[config.mk]
export PLATFORM = sky130hd
export DESIGN_NAME = multdiv_sequencer_flat
export DESIGN_NICKNAME = d
export VERILOG_FILES = /design/src/rtl/multdiv_sequencer_if.sv /design/src/rtl/multdiv_sequencer.sv /design/src/flat_wrapper.sv
export SDC_FILE = /design/constraint.sdc
export NUM_CORES = 1
export LEC_CHECK = 0
export BUFFER_PORTS_ARGS = -buffer_cell sky130_fd_sc_hd__clkbuf_2
export CAP_MARGIN = 10
export CORE_MARGIN = 10
export CORE_UTILIZATION = 46
export CTS_CLUSTER_DIAMETER = 150
export DETAILED_ROUTE_END_ITERATION = 6
export GPL_ROUTABILITY_DRIVEN = 0
export GPL_TIMING_DRIVEN = 0
export PLACE_DENSITY = 0.89
export REMOVE_ABC_BUFFERS = 1
export SYNTH_ARGS = -nofsm -noshare
export SYNTH_HDL_FRONTEND = slang
export SYNTH_SLANG_ARGS = --single-unit
[constraint.sdc]
create_clock -name Clk -period 2.4 [get_ports Clk]
set_input_delay 0.36 -clock Clk [delete_from_list [all_inputs] [get_ports Clk]]
set_output_delay 0.36 -clock Clk [all_outputs]
set_load 0.01 [all_outputs]
[src/rtl/multdiv_sequencer_if.sv]
// Handshake and data bundle between the CPU control unit, the iterative
// multiply/divide unit and the multdiv_sequencer. The master side is the
// surrounding CPU/datapath (it drives the requests and the unit's outputs);
// the slave side is the sequencer itself.
interface multdiv_sequencer_if #(
  parameter int W = 32
);
  logic         op_start;
  logic         op_sel;
  logic [W-1:0] RegA;
  logic [W-1:0] RegB;
  logic         mthi;
  logic         mtlo;
  logic [W-1:0] wdata;
  logic [W-1:0] md_hi;
  logic [W-1:0] md_lo;
  logic         md_reset;
  logic         md_cntrl;
  logic [W-1:0] md_a;
  logic [W-1:0] md_b;
  logic         busy;
  logic         done;
  logic         div_zero_exc;
  logic [W-1:0] Hi;
  logic [W-1:0] Lo;

  modport master (
    output op_start, op_sel, RegA, RegB, mthi, mtlo, wdata, md_hi, md_lo,
    input  md_reset, md_cntrl, md_a, md_b, busy, done, div_zero_exc, Hi, Lo
  );

  modport slave (
    input  op_start, op_sel, RegA, RegB, mthi, mtlo, wdata, md_hi, md_lo,
    output md_reset, md_cntrl, md_a, md_b, busy, done, div_zero_exc, Hi, Lo
  );
endinterface

[src/rtl/multdiv_sequencer.sv]
// Sequencer for the iterative multiply/divide unit. Latches operands on a
// request, holds the unit in reset except while it iterates, then copies the
// unit's Hi/Lo into the architectural HI/LO registers. A divide by zero is
// trapped up front and never launches the unit. Also services mthi/mtlo.
module multdiv_sequencer #(
  parameter int W           = 32,
  parameter int MULT_CYCLES = 33,
  parameter int DIV_CYCLES  = 33
) (
  input logic                Clk,
  input logic                Reset,
  multdiv_sequencer_if.slave bus
);

  typedef enum logic [2:0] {
    IDLE,
    LOAD,
    RUN,
    CAPTURE,
    FAULT
  } state_t;

  // The counter is loaded with N-1 so RUN lasts exactly N cycles.
  localparam logic [5:0] MULT_LOAD = 6'(MULT_CYCLES - 1);
  localparam logic [5:0] DIV_LOAD  = 6'(DIV_CYCLES - 1);

  state_t       state_q, state_d;
  logic [5:0]   count_q, count_d;
  logic [W-1:0] md_a_q, md_a_d;
  logic [W-1:0] md_b_q, md_b_d;
  logic         md_cntrl_q, md_cntrl_d;
  logic [W-1:0] hi_q, hi_d;
  logic [W-1:0] lo_q, lo_d;
  logic         done_q, done_d;
  logic         exc_q, exc_d;
  logic         busy;

  assign busy = (state_q == LOAD) || (state_q == RUN);

  // State and datapath registers; an active-low reset aborts any operation.
  always_ff @(posedge Clk or negedge Reset) begin
    if (!Reset) begin
      state_q    <= IDLE;
      count_q    <= '0;
      md_a_q     <= '0;
      md_b_q     <= '0;
      md_cntrl_q <= 1'b0;
      hi_q       <= '0;
      lo_q       <= '0;
      done_q     <= 1'b0;
      exc_q      <= 1'b0;
    end else begin
      state_q    <= state_d;
      count_q    <= count_d;
      md_a_q     <= md_a_d;
      md_b_q     <= md_b_d;
      md_cntrl_q <= md_cntrl_d;
      hi_q       <= hi_d;
      lo_q       <= lo_d;
      done_q     <= done_d;
      exc_q      <= exc_d;
    end
  end

  // Next-state logic; direct HI/LO writes are applied first so a result
  // captured in the same cycle overrides them.
  always_comb begin
    state_d    = state_q;
    count_d    = count_q;
    md_a_d     = md_a_q;
    md_b_d     = md_b_q;
    md_cntrl_d = md_cntrl_q;
    hi_d       = hi_q;
    lo_d       = lo_q;
    done_d     = 1'b0;
    exc_d      = 1'b0;

    if (!busy) begin
      if (bus.mthi) hi_d = bus.wdata;
      if (bus.mtlo) lo_d = bus.wdata;
    end

    case (state_q)
      IDLE: begin
        if (bus.op_start) begin
          if (bus.op_sel && (bus.RegB == '0)) begin
            state_d = FAULT;
          end else begin
            md_a_d     = bus.RegA;
            md_b_d     = bus.RegB;
            md_cntrl_d = bus.op_sel;
            count_d    = bus.op_sel ? DIV_LOAD : MULT_LOAD;
            state_d    = LOAD;
          end
        end
      end
      LOAD: begin
        state_d = RUN;
      end
      RUN: begin
        if (count_q == '0) begin
          state_d = CAPTURE;
        end else begin
          count_d = count_q - 6'd1;
        end
      end
      CAPTURE: begin
        hi_d    = bus.md_hi;
        lo_d    = bus.md_lo;
        done_d  = 1'b1;
        state_d = IDLE;
      end
      FAULT: begin
        exc_d   = 1'b1;
        state_d = IDLE;
      end
      default: begin
        state_d = IDLE;
      end
    endcase
  end

  assign bus.md_reset     = (state_q != RUN);
  assign bus.md_cntrl     = md_cntrl_q;
  assign bus.md_a         = md_a_q;
  assign bus.md_b         = md_b_q;
  assign bus.busy         = busy;
  assign bus.done         = done_q;
  assign bus.div_zero_exc = exc_q;
  assign bus.Hi           = hi_q;
  assign bus.Lo           = lo_q;

endmodule

[src/flat_wrapper.sv]
// flat-port wrapper written by rule: the top's interface ports become plain ports
module multdiv_sequencer_flat 
#(
  parameter int W           = 32,
  parameter int MULT_CYCLES = 33,
  parameter int DIV_CYCLES  = 33
)
  (Clk, Reset, bus_op_start, bus_op_sel, bus_RegA, bus_RegB, bus_mthi, bus_mtlo, bus_wdata, bus_md_hi, bus_md_lo, bus_md_reset, bus_md_cntrl, bus_md_a, bus_md_b, bus_busy, bus_done, bus_div_zero_exc, bus_Hi, bus_Lo);
  multdiv_sequencer_if #(.W(W)) bus_i ();
  input logic Clk;
  input logic Reset;
  input wire logic [$bits(bus_i.op_start)-1:0] bus_op_start;
  input wire logic [$bits(bus_i.op_sel)-1:0] bus_op_sel;
  input wire logic [$bits(bus_i.RegA)-1:0] bus_RegA;
  input wire logic [$bits(bus_i.RegB)-1:0] bus_RegB;
  input wire logic [$bits(bus_i.mthi)-1:0] bus_mthi;
  input wire logic [$bits(bus_i.mtlo)-1:0] bus_mtlo;
  input wire logic [$bits(bus_i.wdata)-1:0] bus_wdata;
  input wire logic [$bits(bus_i.md_hi)-1:0] bus_md_hi;
  input wire logic [$bits(bus_i.md_lo)-1:0] bus_md_lo;
  output wire logic [$bits(bus_i.md_reset)-1:0] bus_md_reset;
  output wire logic [$bits(bus_i.md_cntrl)-1:0] bus_md_cntrl;
  output wire logic [$bits(bus_i.md_a)-1:0] bus_md_a;
  output wire logic [$bits(bus_i.md_b)-1:0] bus_md_b;
  output wire logic [$bits(bus_i.busy)-1:0] bus_busy;
  output wire logic [$bits(bus_i.done)-1:0] bus_done;
  output wire logic [$bits(bus_i.div_zero_exc)-1:0] bus_div_zero_exc;
  output wire logic [$bits(bus_i.Hi)-1:0] bus_Hi;
  output wire logic [$bits(bus_i.Lo)-1:0] bus_Lo;
  assign bus_i.op_start = bus_op_start;
  assign bus_i.op_sel = bus_op_sel;
  assign bus_i.RegA = bus_RegA;
  assign bus_i.RegB = bus_RegB;
  assign bus_i.mthi = bus_mthi;
  assign bus_i.mtlo = bus_mtlo;
  assign bus_i.wdata = bus_wdata;
  assign bus_i.md_hi = bus_md_hi;
  assign bus_i.md_lo = bus_md_lo;
  assign bus_md_reset = bus_i.md_reset;
  assign bus_md_cntrl = bus_i.md_cntrl;
  assign bus_md_a = bus_i.md_a;
  assign bus_md_b = bus_i.md_b;
  assign bus_busy = bus_i.busy;
  assign bus_done = bus_i.done;
  assign bus_div_zero_exc = bus_i.div_zero_exc;
  assign bus_Hi = bus_i.Hi;
  assign bus_Lo = bus_i.Lo;
  multdiv_sequencer #(.W(W), .MULT_CYCLES(MULT_CYCLES), .DIV_CYCLES(DIV_CYCLES)) u_core (.Clk(Clk), .Reset(Reset), .bus(bus_i));
endmodule
==> results_dict.tcl, run 1 <==
set metrics [dict create \
    status "finished, final reports clean" \
    rows 41 \
    worstMarginPinSlew_ps 968 \
    crit_required_ps 2700 \
    antenna_left 0 \
    final_common_cell "clkbuf_2" \
    clock_path_buffers 2 \
    grt_pass1_wl_microns 30900 \
    async_flop_share 1.00 \
    dp_slack_ps -614 \
    drive_above_1_share 0.491 \
    routedWlPerCell_microns 20.7 \
    dpl.hpwl_microns 15400 \
    route.final.wire_length_microns 20800 \
    endpoint_kind "flip-flop" \
    port_buffers 298 \
    final_cell_mix "clkbuf_2, dfrtp_1, nand2_1, a21oi_1, o21ai_0" \
    drv_slew 0 \
    worstReg2RegStart "u_core.state_q[2]" \
    setup_ws_ps 95.2 \
    layout_worst_path_cycle_share 0.960 \
    fp.dieH_microns 135 \
    syn_inst 523 \
    cts_root_buf "clkbuf_16" \
    max_slew_margin 0.348 \
    yosysUniqueCellTypes 40 \
    rrSetupSlack_ps 100 \
    cp-start-kind "flip-flop" \
    yosysTopAreaCell "dfrtp_1" \
    syn_to_final_growth_pct 39.3 \
    hold_viol_final 0 \
    start_util 0.474 \
    yosysTopAreaCellShare 0.578 \
    grt_usage 0.217 \
    clk_pin_slew_ps 60 \
    critPathKind "reg -> reg" \
    hp-class "in -> reg" \
    setup_viol 0 \
    synth-seq-cells 140 \
    max_cap_violations 0 \
    power_density_mw_per_mm2 1450 \
    ir_drop_mv 0.828 \
    fin_area_sq_mm 0.00844 \
    grt-ovfl-total 0 \
    dieArea_sq_mm 0.0182 \
    critPathLaunch "u_core.state_q[2]" \
    die_x_microns 135 \
    io_pins 299 \
    via_per_inst 5.15 \
    htreeDepth 4 \
    fmax_mhz 434 \
    drt_first_pass_iters 4 \
    cts_buffers 17 \
    grt_pass1_vias 5508 \
    drc 0 \
    drtIter0Drc 250 \
    yosysSeqAreaShare 0.578 \
    via_count 5196 \
    skew_ps 9.31 \
    core_sq_mm 0.0128 \
    synth_edf_count 0 \
    yosys_warnings 0 \
    reg2reg_to "u_core.bus.md_a[27]" \
    synthTopCellsByArea "dfrtp_1, mux2_4, a21oi_1, o21ai_0, mux2_2" \
    avgSynthCellArea_sq_um 11.6 \
    placed_cell_area_sq_mm 0.00775 \
    crit_arrival_ps 2610 \
    grt_max_degree 93 \
    nNetsFinal 990 \
    worstRegToRegCells 7 \
    dominantRegCellSynth "dfrtp_1" \
    cts_tree "built" \
    endpoint "u_core.bus.md_a[27]" \
    fin_crit_ps 2300 \
    cts.sinks 140 \
    rsz0062_at_grt "false" \
    hold_ws_ps 174 \
    clock_latency_ps 420 \
    p_leak_nw 4.41 \
    cp_max_fo 18 \
    syn-cell-area_sq_mm 0.00606 \
    antenna_found_initial 1 \
]
[area by class of cell]
| cell class | instances | area (sq um) |
|---|---|---|
| diodes | 1 | 2.50 |
| clock buffers | 18 | 439 |
| clock inverters | 14 | 183 |
| fillers | 965 | 4330 |
| inverters | 6 | 22.5 |
| multi-input cells | 348 | 2400 |
| flip-flops and latches | 140 | 3500 |
| well taps | 172 | 215 |
| repair buffers | 309 | 1680 |
[per-stage QoR]
step | setup TNS [ps] | power [mW] | std cells | utilization
finish | 0 | 12.2 | 1008 | 0.661
global route | 0 | 13.0 | 1008 | 0.661
detailed placement | -21820 | 9.37 | 969 | 0.607
global placement | -654820 | 9.04 | 961 | 0.592
floorplan | -280140 | 7.04 | 491 | -
CTS | 0 | 12.2 | 1003 | 0.657
[routing by layer]
layer | track usage | wire [microns]
met2 | 0.384 | 10800
met4 | 0.0810 | 514
met1 | 0.226 | 7490
met3 | 0.0868 | 2030
met5 | 0 | 0
[logic make-up after synthesis]
| group | share of synthesized area |
|---|---|
| AO/OA/AOI/OAI | 0.132 |
| flip-flops | 0.578 |
| AND/OR/NAND/NOR | 0.105 |
| multiplexers | 0.139 |
| buffers and inverters | 0.0378 |
| XOR/XNOR | 0.00289 |
| adder cells (fa/ha/maj) | 0.00413 |
[how the worst min path moves through the flow]
stage	start	to	slack [ps]	depth (start not counted)
CTS	bus_RegA[11]	u_core.bus.md_a[11]	160	2
global route	bus_RegA[24]	u_core.bus.md_a[24]	160	2
detailed placement	Reset	u_core.bus.md_b[31]	330	1
global placement	u_core.bus.Lo[20]	u_core.bus.Lo[20]	460	2
finish	bus_RegA[12]	u_core.bus.md_a[12]	170	2
floorplan	Reset	u_core.bus.Hi[0]	60	0
[cell usage after synthesis, drive strengths merged (3+ instances only)]
master  instances
nand4           3
mux2           61
a21o            3
buf            12
nand2          69
nor4            9
a21oi          66
nor2b          32
o21ai          66
a22o            4
mux2i           3
nor2            7
dfrtp         140
inv             6
clkbuf         20
[what timing repair did]
action                     CTS  global route
hold endpoints to repair    48             0
buffers inserted             1             1
gates cloned                 0             3
resized for setup            0             1
setup endpoints to repair   28            44
hold buffers                 1             0
pin swaps                    1             2
[state kept, by name, indices dropped and copies added, names as in the netlist]
register	flops
u_core.bus.md_a	32
u_core.state_q	3
u_core.bus.done	1
u_core.bus.md_b	32
u_core.bus.md_cntrl	1
u_core.bus.div_zero_exc	1
u_core.bus.Hi	32
u_core.bus.Lo	32
u_core.count_q	6
[power breakdown]
group | total, mW | switching (mW) | leakage, nW | internal (mW)
Sequential | 4.26 | 0.722 | 1.70 | 3.53
Combinational | 5.22 | 2.90 | 2.40 | 2.32
Clock | 2.76 | 1.07 | 0.306 | 1.69
Total | 12.2 | 4.69 | 4.41 | 7.54
[critical path: stages, from the launching register on]
cell     delay, ps
dfrtp_1        590
or3_1          460
nor2_4         200
o31ai_4        110
buf_8          180
buf_8          180
buf_8          160
mux2_4         300
(Power assumes the default switching activity.)
==> run 2: changes to the inputs <==
Settings changed: GPL_TIMING_DRIVEN 0 to unset, SKIP_CTS_REPAIR_TIMING set to 1.
==> results_dict.tcl, run 2 (same netlist as run 1, synthesis figures left out) <==
set metrics [dict create \
    status "finished, final reports clean" \
    nFillCells 978 \
    cp_max_fo 39 \
    antenna_left 0 \
    clk_pin_slew_ps 60 \
    grt_use_met1 0.230 \
    routedWlPerCell_microns 19.6 \
    cp-start-kind "primary input" \
    placed_cell_area_sq_mm 0.00776 \
    critPathLaunch "bus_RegB[21]" \
    drive_above_1_share 0.489 \
    endpoint_kind "flip-flop" \
    critPathKind "in -> reg" \
    cts_root_buf "clkbuf_16" \
    p_seq_frac 0.349 \
    p_clk_frac 0.233 \
    finalPower_mw 12.1 \
    setup_viol 0 \
    antenna_found_initial 0 \
    via_per_inst 5.06 \
    fmax_mhz 480 \
    fin_crit_ps 2080 \
    worstReg2RegStart "u_core.state_q[2]" \
    hold_viol_final 0 \
    layout_worst_path_cycle_share 0.868 \
    reg2reg_to "u_core.bus.md_b[26]" \
    die_x_microns 135 \
    max_cap_violations 0 \
    start_util 0.474 \
    dieArea_sq_mm 0.0182 \
    crit_arrival_ps 2380 \
    hp-class "in -> reg" \
    skew_ps 8.36 \
    htreeDepth 4 \
    syn_to_final_growth_pct 38.7 \
    dp.cells 973 \
    cts.sinks 140 \
    fin_cells 1004 \
    final_common_cell "clkbuf_2" \
    drt_first_pass_iters 4 \
    endpoint "u_core.bus.md_a[22]" \
    utilization 0.658 \
    p_switching_mw 4.42 \
    fp.dieH_microns 135 \
    intPower_mw 7.65 \
    drc 0 \
    grt_max_degree 64 \
    rsz0062_at_grt "false" \
    worstMarginPinSlew_ps 626 \
    port_buffers 298 \
    nNetsFinal 989 \
    dpl.hpwl_microns 15400 \
    final_cell_mix "clkbuf_2, dfrtp_1, nand2_1, a21oi_1, o21ai_0" \
    grt_pass1_wl_microns 30400 \
    grt_pass1_vias 5508 \
    cts_buffers 17 \
    route.final.wire_length_microns 19700 \
    met2_usage 0.373 \
    use_met3 0.0831 \
    rrSetupSlack_ps 430 \
    grt-ovfl-total 0 \
    via_count 5080 \
    p_leak_nw 4.39 \
    clock_latency_ps 410 \
    tns_ps 0 \
    fin_area_sq_mm 0.00841 \
    grt_usage 0.214 \
    drtIter0Drc 287 \
    core_sq_mm 0.0128 \
    rows 41 \
    grt_busiest_layer "met2" \
    p_comb_frac 0.417 \
    power_density_mw_per_mm2 1440 \
    clock_path_buffers 2 \
    ir_drop_mv 0.604 \
    cts_tree "built" \
    switching_share 0.366 \
    worstRegToRegCells 5 \
    antennaDiodeCount 0 \
    io_pins 299 \
    crit_required_ps 2690 \
    drv_slew 0 \
    max_slew_margin 0.579 \
]
-- run 2: worst min path at each step --
stage	slack (ps)	startpoint	cells past startpoint	endpoint
2_1_floorplan	60	Reset	0	u_core.bus.Hi[0]
3_3_place_gp	350	Reset	1	u_core.bus.md_b[0]
3_5_place_dp	350	Reset	1	u_core.bus.md_b[6]
4_1_cts	-90	Reset	1	u_core.bus.md_b[6]
5_1_grt	160	bus_RegA[8]	2	u_core.bus.md_a[8]
6_report	180	bus_RegA[2]	2	u_core.bus.md_a[2]
-- run 2: final cells by class --
type	instances	area [sq um]	area share
well taps	172	215	0.0256
repair buffers	311	1670	0.199
clock inverters	9	158	0.0188
multi-input cells	345	2350	0.280
inverters	6	22.5	0.00268
flip-flops and latches	140	3500	0.417
clock buffers	21	480	0.0572
-- run 2: through the flow --
stage	worst slack, ps	hold slack [ps]
global placement	186	352
CTS	379	-94.7
detailed placement	3.04	348
finish	317	176
floorplan	-2820	64.4
global route	235	163
-- run 2: metal layers --
metal / routed length, microns / share of wire
met4: 521 / 0.026
met1: 7140 / 0.36
met5: 0 / 0
met3: 1900 / 0.097
met2: 10100 / 0.51
-- run 2: power by group through the flow --
stage,clock (mW),sequential [mW],combinational [mW]
global route,2.97,4.35,5.56
finish,2.82,4.22,5.04
global placement,0,4.16,4.92
detailed placement,0,4.22,5.11
CTS,2.86,4.20,5.13
floorplan,0,4.67,2.37
-- run 2: worst max-delay path, cell delays in order --
cell      delay (ps)
clkbuf_2         130
nor4_1           410
nand4_1          330
o31ai_4          450
buf_12           290
mux2_2           380
